**config.mk**
```make
export PLATFORM = sky130hd
export DESIGN_NAME = id_stage_pipe
export DESIGN_NICKNAME = d
export VERILOG_FILES = /design/src/rtl/id_pkg.sv /design/src/rtl/id_regfile.sv /design/src/rtl/id_stage_pipe.sv
export SDC_FILE = /design/constraint.sdc
export NUM_CORES = 2
export LEC_CHECK = 0
export CELL_PAD_IN_SITES_DETAIL_PLACEMENT = 0
export CELL_PAD_IN_SITES_GLOBAL_PLACEMENT = 1
export CORE_UTILIZATION = 55
export DETAILED_ROUTE_END_ITERATION = 7
export GPL_ROUTABILITY_DRIVEN = 0
export PLACE_DENSITY = 0.83
export SETUP_SLACK_MARGIN = 0.15
export SLEW_MARGIN = 20
export SYNTH_ARGS = -nofsm -noshare
export SYNTH_HDL_FRONTEND = slang
export SYNTH_HIERARCHICAL = 1
export SYNTH_SLANG_ARGS = --single-unit
```
**constraint.sdc**
```tcl
create_clock -name clock -period 10.4 [get_ports clock]
set_clock_uncertainty 0.2 [all_clocks]
set_input_delay 1.56 -clock clock [delete_from_list [all_inputs] [get_ports clock]]
set_output_delay 1.56 -clock clock [all_outputs]
set_load 0.02 [all_outputs]
```
**src/rtl/id_pkg.sv**
```systemverilog
// Shared decode definitions for the ID stage: opcodes, control-bundle layout,
// ALU operation codes and immediate formats.
package id_pkg;

    localparam logic [6:0] OPC_LUI    = 7'b0110111;
    localparam logic [6:0] OPC_AUIPC  = 7'b0010111;
    localparam logic [6:0] OPC_JAL    = 7'b1101111;
    localparam logic [6:0] OPC_JALR   = 7'b1100111;
    localparam logic [6:0] OPC_BRANCH = 7'b1100011;
    localparam logic [6:0] OPC_LOAD   = 7'b0000011;
    localparam logic [6:0] OPC_STORE  = 7'b0100011;
    localparam logic [6:0] OPC_OP_IMM = 7'b0010011;
    localparam logic [6:0] OPC_OP     = 7'b0110011;

    localparam int CTRL_W           = 11;
    localparam int CTRL_REG_WRITE   = 0;
    localparam int CTRL_MEM_READ    = 1;
    localparam int CTRL_MEM_WRITE   = 2;
    localparam int CTRL_BRANCH      = 3;
    localparam int CTRL_JUMP        = 4;
    localparam int CTRL_ALU_SRC_IMM = 5;
    localparam int CTRL_MEM_TO_REG  = 6;
    localparam int CTRL_ALU_OP_LSB  = 7;

    localparam logic [3:0] ALU_ADD  = 4'd0;
    localparam logic [3:0] ALU_SUB  = 4'd1;
    localparam logic [3:0] ALU_SLL  = 4'd2;
    localparam logic [3:0] ALU_SLT  = 4'd3;
    localparam logic [3:0] ALU_SLTU = 4'd4;
    localparam logic [3:0] ALU_XOR  = 4'd5;
    localparam logic [3:0] ALU_SRL  = 4'd6;
    localparam logic [3:0] ALU_SRA  = 4'd7;
    localparam logic [3:0] ALU_OR   = 4'd8;
    localparam logic [3:0] ALU_AND  = 4'd9;
    localparam logic [3:0] ALU_LUI  = 4'd10;

    typedef enum logic [2:0] {
        IMM_NONE = 3'd0,
        IMM_I    = 3'd1,
        IMM_S    = 3'd2,
        IMM_B    = 3'd3,
        IMM_U    = 3'd4,
        IMM_J    = 3'd5
    } imm_fmt_e;

    // 32-bit sign-correct immediate; callers widen it to XLEN with a signed cast.
    function automatic logic [31:0] imm32(input logic [31:0] inst, input imm_fmt_e fmt);
        logic [31:0] r;
        case (fmt)
            IMM_I:   r = {{20{inst[31]}}, inst[31:20]};
            IMM_S:   r = {{20{inst[31]}}, inst[31:25], inst[11:7]};
            IMM_B:   r = {{19{inst[31]}}, inst[31], inst[7], inst[30:25], inst[11:8], 1'b0};
            IMM_U:   r = {inst[31:12], 12'h000};
            IMM_J:   r = {{11{inst[31]}}, inst[31], inst[19:12], inst[20], inst[30:21], 1'b0};
            default: r = 32'h0000_0000;
        endcase
        return r;
    endfunction

endpackage

```
**src/rtl/id_regfile.sv**
```systemverilog
// NREGS x XLEN register file, two read ports and one write port; x0 is hardwired to zero.
// With ID_BYPASS_EN defined, a same-cycle write is forwarded to the read ports.
module id_regfile
    import id_pkg::*;
#(
    parameter int XLEN  = 32,
    parameter int NREGS = 32,
    localparam int AW   = $clog2(NREGS)
) (
    input  logic            clock,
    input  logic            reset,
    input  logic [AW-1:0]   raddr1,
    input  logic [AW-1:0]   raddr2,
    output logic [XLEN-1:0] rdata1,
    output logic [XLEN-1:0] rdata2,
    input  logic            wen,
    input  logic [AW-1:0]   waddr,
    input  logic [XLEN-1:0] wdata
);

    logic [XLEN-1:0] regs [NREGS];

    // Storage: cleared in one edge on reset, x0 never written.
    always_ff @(posedge clock) begin
        if (reset) begin
            for (int i = 0; i < NREGS; i++) begin
                regs[i] <= {XLEN{1'b0}};
            end
        end else if (wen && (waddr != {AW{1'b0}})) begin
            regs[waddr] <= wdata;
        end
    end

    // Read ports with optional write-through.
    always_comb begin
        rdata1 = {XLEN{1'b0}};
        rdata2 = {XLEN{1'b0}};
        if (raddr1 != {AW{1'b0}}) begin
`ifdef ID_BYPASS_EN
            rdata1 = (wen && (waddr == raddr1)) ? wdata : regs[raddr1];
`else
            rdata1 = regs[raddr1];
`endif
        end else begin
            rdata1 = {XLEN{1'b0}};
        end
        if (raddr2 != {AW{1'b0}}) begin
`ifdef ID_BYPASS_EN
            rdata2 = (wen && (waddr == raddr2)) ? wdata : regs[raddr2];
`else
            rdata2 = regs[raddr2];
`endif
        end else begin
            rdata2 = {XLEN{1'b0}};
        end
    end

endmodule

```
**src/rtl/id_stage_pipe.sv**
```systemverilog
// RV32I decode stage with ID/EX register, valid/ready handshake, flush and load-use stall.
// Optional feature macro: ID_BYPASS_EN (regfile write-through in the accept cycle).
module id_stage_pipe
    import id_pkg::*;
#(
    parameter int XLEN  = 32,
    parameter int NREGS = 32,
    localparam int AW   = $clog2(NREGS)
) (
    input  logic              clock,
    input  logic              reset,
    input  logic              in_valid,
    output logic              in_ready,
    input  logic [31:0]       inst,
    input  logic [XLEN-1:0]   pc,
    input  logic              flush,
    input  logic              wb_en,
    input  logic [AW-1:0]     wb_addr,
    input  logic [XLEN-1:0]   wb_data,
    output logic              out_valid,
    input  logic              out_ready,
    output logic [CTRL_W-1:0] out_controls,
    output logic [XLEN-1:0]   out_rs1_val,
    output logic [XLEN-1:0]   out_rs2_val,
    output logic [XLEN-1:0]   out_imm,
    output logic [XLEN-1:0]   out_branch_addr,
    output logic [AW-1:0]     out_rd,
    output logic [AW-1:0]     out_rs1,
    output logic [AW-1:0]     out_rs2,
    output logic [XLEN-1:0]   out_pc,
    output logic              out_illegal
);

    localparam logic [4:0] MAX_REG = 5'(NREGS - 1);

    logic [6:0]        opcode;
    logic [2:0]        funct3;
    logic [6:0]        funct7;
    logic [4:0]        rd_f, rs1_f, rs2_f;
    logic              use_rd, use_rs1, use_rs2, bad_enc, illegal;
    logic [3:0]        alu_op;
    imm_fmt_e          fmt;
    logic [CTRL_W-1:0] controls;
    logic [AW-1:0]     rd_idx, rs1_idx, rs2_idx;
    logic [XLEN-1:0]   imm, rs1_val, rs2_val, branch_addr, jalr_sum;
    logic              hazard, accept;

    assign opcode = inst[6:0];
    assign rd_f   = inst[11:7];
    assign funct3 = inst[14:12];
    assign rs1_f  = inst[19:15];
    assign rs2_f  = inst[24:20];
    assign funct7 = inst[31:25];

    // Main decoder: register usage, immediate format, ALU op and encoding legality.
    always_comb begin
        use_rd  = 1'b0;
        use_rs1 = 1'b0;
        use_rs2 = 1'b0;
        bad_enc = 1'b0;
        alu_op  = ALU_ADD;
        fmt     = IMM_NONE;
        case (opcode)
            OPC_LUI:   begin use_rd = 1'b1; fmt = IMM_U; alu_op = ALU_LUI; end
            OPC_AUIPC: begin use_rd = 1'b1; fmt = IMM_U; end
            OPC_JAL:   begin use_rd = 1'b1; fmt = IMM_J; end
            OPC_JALR: begin
                use_rd = 1'b1; use_rs1 = 1'b1; fmt = IMM_I;
                bad_enc = (funct3 != 3'b000);
            end
            OPC_BRANCH: begin
                use_rs1 = 1'b1; use_rs2 = 1'b1; fmt = IMM_B;
                case (funct3)
                    3'b000, 3'b001: alu_op = ALU_SUB;
                    3'b100, 3'b101: alu_op = ALU_SLT;
                    3'b110, 3'b111: alu_op = ALU_SLTU;
                    default:        bad_enc = 1'b1;
                endcase
            end
            OPC_LOAD: begin
                use_rd = 1'b1; use_rs1 = 1'b1; fmt = IMM_I;
                bad_enc = (funct3 == 3'b011) || (funct3 == 3'b110) || (funct3 == 3'b111);
            end
            OPC_STORE: begin
                use_rs1 = 1'b1; use_rs2 = 1'b1; fmt = IMM_S;
                bad_enc = (funct3[2] == 1'b1) || (funct3 == 3'b011);
            end
            OPC_OP_IMM: begin
                use_rd = 1'b1; use_rs1 = 1'b1; fmt = IMM_I;
                case (funct3)
                    3'b000: alu_op = ALU_ADD;
                    3'b010: alu_op = ALU_SLT;
                    3'b011: alu_op = ALU_SLTU;
                    3'b100: alu_op = ALU_XOR;
                    3'b110: alu_op = ALU_OR;
                    3'b111: alu_op = ALU_AND;
                    3'b001: begin alu_op = ALU_SLL; bad_enc = (funct7 != 7'h00); end
                    3'b101: begin
                        alu_op  = funct7[5] ? ALU_SRA : ALU_SRL;
                        bad_enc = (funct7 != 7'h00) && (funct7 != 7'h20);
                    end
                    default: bad_enc = 1'b1;
                endcase
            end
            OPC_OP: begin
                use_rd = 1'b1; use_rs1 = 1'b1; use_rs2 = 1'b1;
                bad_enc = (funct7 != 7'h00) && (funct7 != 7'h20);
                case (funct3)
                    3'b000: alu_op = funct7[5] ? ALU_SUB : ALU_ADD;
                    3'b101: alu_op = funct7[5] ? ALU_SRA : ALU_SRL;
                    3'b001: begin alu_op = ALU_SLL;  bad_enc = (funct7 != 7'h00); end
                    3'b010: begin alu_op = ALU_SLT;  bad_enc = (funct7 != 7'h00); end
                    3'b011: begin alu_op = ALU_SLTU; bad_enc = (funct7 != 7'h00); end
                    3'b100: begin alu_op = ALU_XOR;  bad_enc = (funct7 != 7'h00); end
                    3'b110: begin alu_op = ALU_OR;   bad_enc = (funct7 != 7'h00); end
                    3'b111: begin alu_op = ALU_AND;  bad_enc = (funct7 != 7'h00); end
                    default: bad_enc = 1'b1;
                endcase
            end
            default: bad_enc = 1'b1;
        endcase
    end

    assign illegal = bad_enc
                   || (use_rd  && (rd_f  > MAX_REG))
                   || (use_rs1 && (rs1_f > MAX_REG))
                   || (use_rs2 && (rs2_f > MAX_REG));

    assign rd_idx  = (use_rd  && !illegal) ? rd_f[AW-1:0]  : {AW{1'b0}};
    assign rs1_idx = (use_rs1 && !illegal) ? rs1_f[AW-1:0] : {AW{1'b0}};
    assign rs2_idx = (use_rs2 && !illegal) ? rs2_f[AW-1:0] : {AW{1'b0}};

    // Control bundle; an illegal instruction carries no side effects downstream.
    always_comb begin
        controls = {CTRL_W{1'b0}};
        if (!illegal) begin
            controls[CTRL_REG_WRITE]   = use_rd;
            controls[CTRL_MEM_READ]    = (opcode == OPC_LOAD);
            controls[CTRL_MEM_WRITE]   = (opcode == OPC_STORE);
            controls[CTRL_BRANCH]      = (opcode == OPC_BRANCH);
            controls[CTRL_JUMP]        = (opcode == OPC_JAL) || (opcode == OPC_JALR);
            controls[CTRL_ALU_SRC_IMM] = (fmt == IMM_I) || (fmt == IMM_S) || (fmt == IMM_U);
            controls[CTRL_MEM_TO_REG]  = (opcode == OPC_LOAD);
            controls[CTRL_ALU_OP_LSB +: 4] = alu_op;
        end else begin
            controls = {CTRL_W{1'b0}};
        end
    end

    assign imm      = XLEN'($signed(imm32(inst, fmt)));
    assign jalr_sum = rs1_val + imm;

    // Target address; JALR clears bit 0 of the sum.
    always_comb begin
        case (opcode)
            OPC_BRANCH, OPC_JAL: branch_addr = pc + imm;
            OPC_JALR:            branch_addr = {jalr_sum[XLEN-1:1], 1'b0};
            default:             branch_addr = {XLEN{1'b0}};
        endcase
    end

    id_regfile #(.XLEN(XLEN), .NREGS(NREGS)) u_regfile (
        .clock  (clock),
        .reset  (reset),
        .raddr1 (rs1_idx),
        .raddr2 (rs2_idx),
        .rdata1 (rs1_val),
        .rdata2 (rs2_val),
        .wen    (wb_en),
        .waddr  (wb_addr),
        .wdata  (wb_data)
    );

    // Load-use: the value in a load's rd is not available until after MEM.
    assign hazard = out_valid && out_controls[CTRL_MEM_READ] && (out_rd != {AW{1'b0}})
                  && (((out_rd == rs1_idx) && use_rs1) || ((out_rd == rs2_idx) && use_rs2));
    assign in_ready = (!out_valid || out_ready) && !hazard && !flush;
    assign accept   = in_valid && in_ready;

    // ID/EX register: flush beats accept; a transfer without accept leaves a bubble.
    always_ff @(posedge clock) begin
        if (reset) begin
            out_valid       <= 1'b0;
            out_controls    <= {CTRL_W{1'b0}};
            out_rs1_val     <= {XLEN{1'b0}};
            out_rs2_val     <= {XLEN{1'b0}};
            out_imm         <= {XLEN{1'b0}};
            out_branch_addr <= {XLEN{1'b0}};
            out_rd          <= {AW{1'b0}};
            out_rs1         <= {AW{1'b0}};
            out_rs2         <= {AW{1'b0}};
            out_pc          <= {XLEN{1'b0}};
            out_illegal     <= 1'b0;
        end else if (flush) begin
            out_valid <= 1'b0;
        end else if (accept) begin
            out_valid       <= 1'b1;
            out_controls    <= controls;
            out_rs1_val     <= rs1_val;
            out_rs2_val     <= rs2_val;
            out_imm         <= (fmt == IMM_NONE) ? {XLEN{1'b0}} : imm;
            out_branch_addr <= branch_addr;
            out_rd          <= rd_idx;
            out_rs1         <= rs1_idx;
            out_rs2         <= rs2_idx;
            out_pc          <= pc;
            out_illegal     <= illegal;
        end else if (out_ready) begin
            out_valid <= 1'b0;
        end
    end

endmodule

```
==> results.txt <==
status: finished clean
Critical Path RT: 10790 ps
core area: 116700 µm²
gr ovfl total: 0
placed cells: 6462
max-slew violation count: 0
reg-to-reg endpoint: out_branch_addr[30]
Post-Syn Area: 64970 µm²
Worst-path clk slew: 60 ps
register-to-register setup slack: 4980 ps
first-pass GRT wire length: 314.3 mm
Final TNS setup: 0 ps
Worst Hold End: out_pc[15]
post-synthesis adder-cell area fraction: 1.236%
Leak: 24.67 nW
Avg WL per Cell: 32.89 µm
First DRT Iteration DRCs: 5792
io pins: 296
final hold vios: 0
pwr dens: 154.0 nW/µm²
R2R cell count: 17
DRC: 0
Setup crit start kind: input port
Post-synth EDFFs: 1024
Max Root-Sink Buffers: 3
share of layout cells above drive strength 1: 18.57%
Slew HR: 11.96%
CP endpoint kind: flip-flop
crit path time final: 8667 ps
Ys Warns: 6
unrepaired setup endpoints after global routing: false
sequential area share after synthesis: 53.09%
post-cts hold buffer count: 0
Synth-to-Final Area Change: 13.44%
vias in the first global route: 44950
Mapped Cells: 4916
maxcap violations: 0
Setup violations, final: 0
root buffer cell: clkbuf_16
largest net degree at the start of global routing: 167
#FFs+latches synth: 1211
Post-DRT Antenna Nets: 0
via count: 45340
Routed WL: 220.6 mm
worst hold path class: reg2reg
Clock Latency Late Sink: 770 ps
post-synthesis mux area share: 19.34%
Mapped Avg Cell Area: 13.22 µm²
final worst path period share: 83.34%
Num CTS Buffers: 137
H-tree levels: 4
die width: 345.7 µm
Vias/cell: 6.759
critical path peak fanout: 16
Port Buf Inserts: 295
Rows: 125
Worst-Margin Slew: 1310 ps
Primary FF master, synth: edfxtp_1
Post-synth ARST share: 0%
library cells used by synthesis: 88
Peak supply drop: 0.0001598 V
FF-to-FF Start: u_regfile/regs[15][3]
simple logic cell fraction of the synthesized area: 14.93%
main combinational cell family by area after synthesis: multiplexers
compound-cell area share of the yosys netlist: 7.104%
final std cells w/o fill: 6708
Hold Crit Depth: 2
Die H: 345.7 µm
HP Start: out_pc[15]
Tot GR Track Use: 36.69%
Worst Path Arrival: 9060 ps
WS Path Type: in2reg
CTS tree: built
drt first pass iters: 7
post-CTS resize count: 0
Layout Nets: 5247
initial antenna violation count: 11
die area: 119500 µm²
detailed placement HPWL: 138.2 mm
max frequency: 0.1154 GHz
Post-Synth XOR/XNOR Area: 0.7953%
Clock Sinks: 1211
initial core utilization: 55.69%
Post-CTS Setup Repair Bufs: 0
==> placed cells by master, fill, tap and decap left out, types with 11 or more instances in the layout <==
cell type           n
a2111oi_0          28
a211oi_1           49
a21o_1             48
a21oi_1           196
a221oi_1           24
a22o_1             56
a22oi_1            18
a31oi_1            13
and2_1           1006
buf_12             15
buf_4             150
bufinv_16          11
clkbuf_1           24
clkbuf_16         143
clkdlybuf4s50_1   288
clkinv_1           35
clkinv_2           15
conb_1             32
dfxtp_1           187
edfxtp_1         1024
ha_1               61
inv_1              22
mux2_2             34
mux2i_1           147
mux4_2            475
nand2_1           327
nand2b_1           11
nand3_1            35
nor2_1            114
nor2_2             34
nor2b_1            17
nor3_1            107
o211ai_1           14
o21a_1             13
o21ai_0            38
o221ai_1           29
o22ai_1            86
or2_2              33
xnor2_1            37
xor2_1             22
==> worst max-delay path: stages <==
cell,delay (ps)
clkdlybuf4s50_1,630
nor2_2,280
nand3_1,210
a311oi_2,400
a211o_1,530
buf_4,270
nor2_4,70
or3b_1,800
o22ai_1,310
a2111oi_0,150
buf_4,220
nor3_1,910
ha_1,440
o21a_1,210
o31a_1,130
a2bb2oi_1,150
buf_4,160
a211oi_1,390
nor2_1,180
a41oi_1,350
o21ai_0,170
xor2_1,160
a221oi_1,270
nor3_1,80
==> state kept, by name (all words and copies together) (netlist names) <==
signal,flops
out_pc,32
out_illegal,1
out_rs1_val,32
out_rs2_val,32
out_valid,1
out_rs2,5
out_rs1,5
out_rd,5
out_imm,32
out_branch_addr,32
u_regfile/regs,1024
out_controls,10
==> Yosys cell counts (35+ instances only) <==
cell type  instances  share of area (%)
edfxtp_1        1024                 47
and2_1          1011                9.7
mux4_2           475                 16
nand2_1          327                1.9
clkbuf_1         317                1.8
a21oi_1          196                1.5
dfxtp_1          187                5.8
nor2_1           152               0.88
mux2i_1          147                2.3
nor3_1           109               0.84
o22ai_1           86               0.83
buf_2             82               0.63
ha_1              61                1.2
a22o_1            56               0.75
a211oi_1          50               0.58
a21o_1            48               0.55
o21ai_0           38               0.29
xnor2_1           37               0.50
nand3_1           35               0.27
or2_2             35               0.34
==> metal layers <==
| layer | up-vias | wire length (µm) | GRT usage [%] | part of all wire, % |
|---|---|---|---|---|
| li1 | 18880 | - | - | - |
| met1 | 22580 | 79370 | 47.20 | 36 |
| met2 | 3216 | 101000 | 56.95 | 46 |
| met3 | 657 | 25560 | 8.692 | 12 |
| met4 | 14 | 14560 | 21.80 | 6.6 |
| met5 | - | 89 | 0 | 0.040 |
==> how the worst max path moves through the flow <==
stage	end	from	depth (start not counted)	slack, ps
after global placement	out_branch_addr[30]	inst[6]	24	1250
after floorplan	out_branch_addr[31]	inst[12]	24	3550
final	out_branch_addr[30]	inst[6]	24	1730
after CTS	out_branch_addr[30]	inst[6]	24	2030
after detailed placement	out_branch_addr[30]	inst[6]	24	1240
after global routing	out_branch_addr[30]	inst[6]	24	1440
==> power by group <==
part | switching, W | internal [W] | leakage, nW | total, W
combinational | 0.000576 | 0.000369 | 11.3 | 0.000945
sequential | 0.000135 | 0.00551 | 11.3 | 0.00564
clock | 0.00196 | 0.00281 | 2.12 | 0.00476
total | 0.00267 | 0.00869 | 24.7 | 0.0114
==> logic make-up (layout without fill, tap and decap cells) <==
logic type / count (synthesis) / after routing
adders and majority gates: 63 / 63
xor gates and xnor gates: 59 / 59
buffers and inverters: 491 / 724
muxes: 657 / 657
DFF: 1211 / 1211
and+or+nand+nor: 1760 / 1760
other: 1 / 36
AOI/OAI and AO/OA: 674 / 674
==> layout make-up <==
cell class	count	area, µm²
Clock buffer	173	3751
Timing Repair Buffer	460	4354
Clock inverter	69	605.6
Antenna cell	4	10.01
Fill cell	8800	42970
Inverter	22	82.58
Tap cell	1524	1907
Multi-Input combinational cell	3245	28500
Sequential cell	1211	34490
==> stage by stage <==
stage | hold WS, ps | setup WS, ps | utilization (%) | total power (W) | cell area (µm²)
2_1_floorplan | 329.0 | 3553 | - | 0.006234 | 65090
3_3_place_gp | 239.6 | 1248 | 59.44 | 0.006639 | 69350
3_5_place_dp | 245.8 | 1238 | 59.43 | 0.006662 | 69350
4_1_cts | 253.2 | 2027 | 63.17 | 0.01136 | 73700
5_1_grt | 268.0 | 1440 | 63.17 | 0.01162 | 73700
6_report | 251.0 | 1733 | 63.17 | 0.01135 | 73700
(Power assumes the default switching activity.)
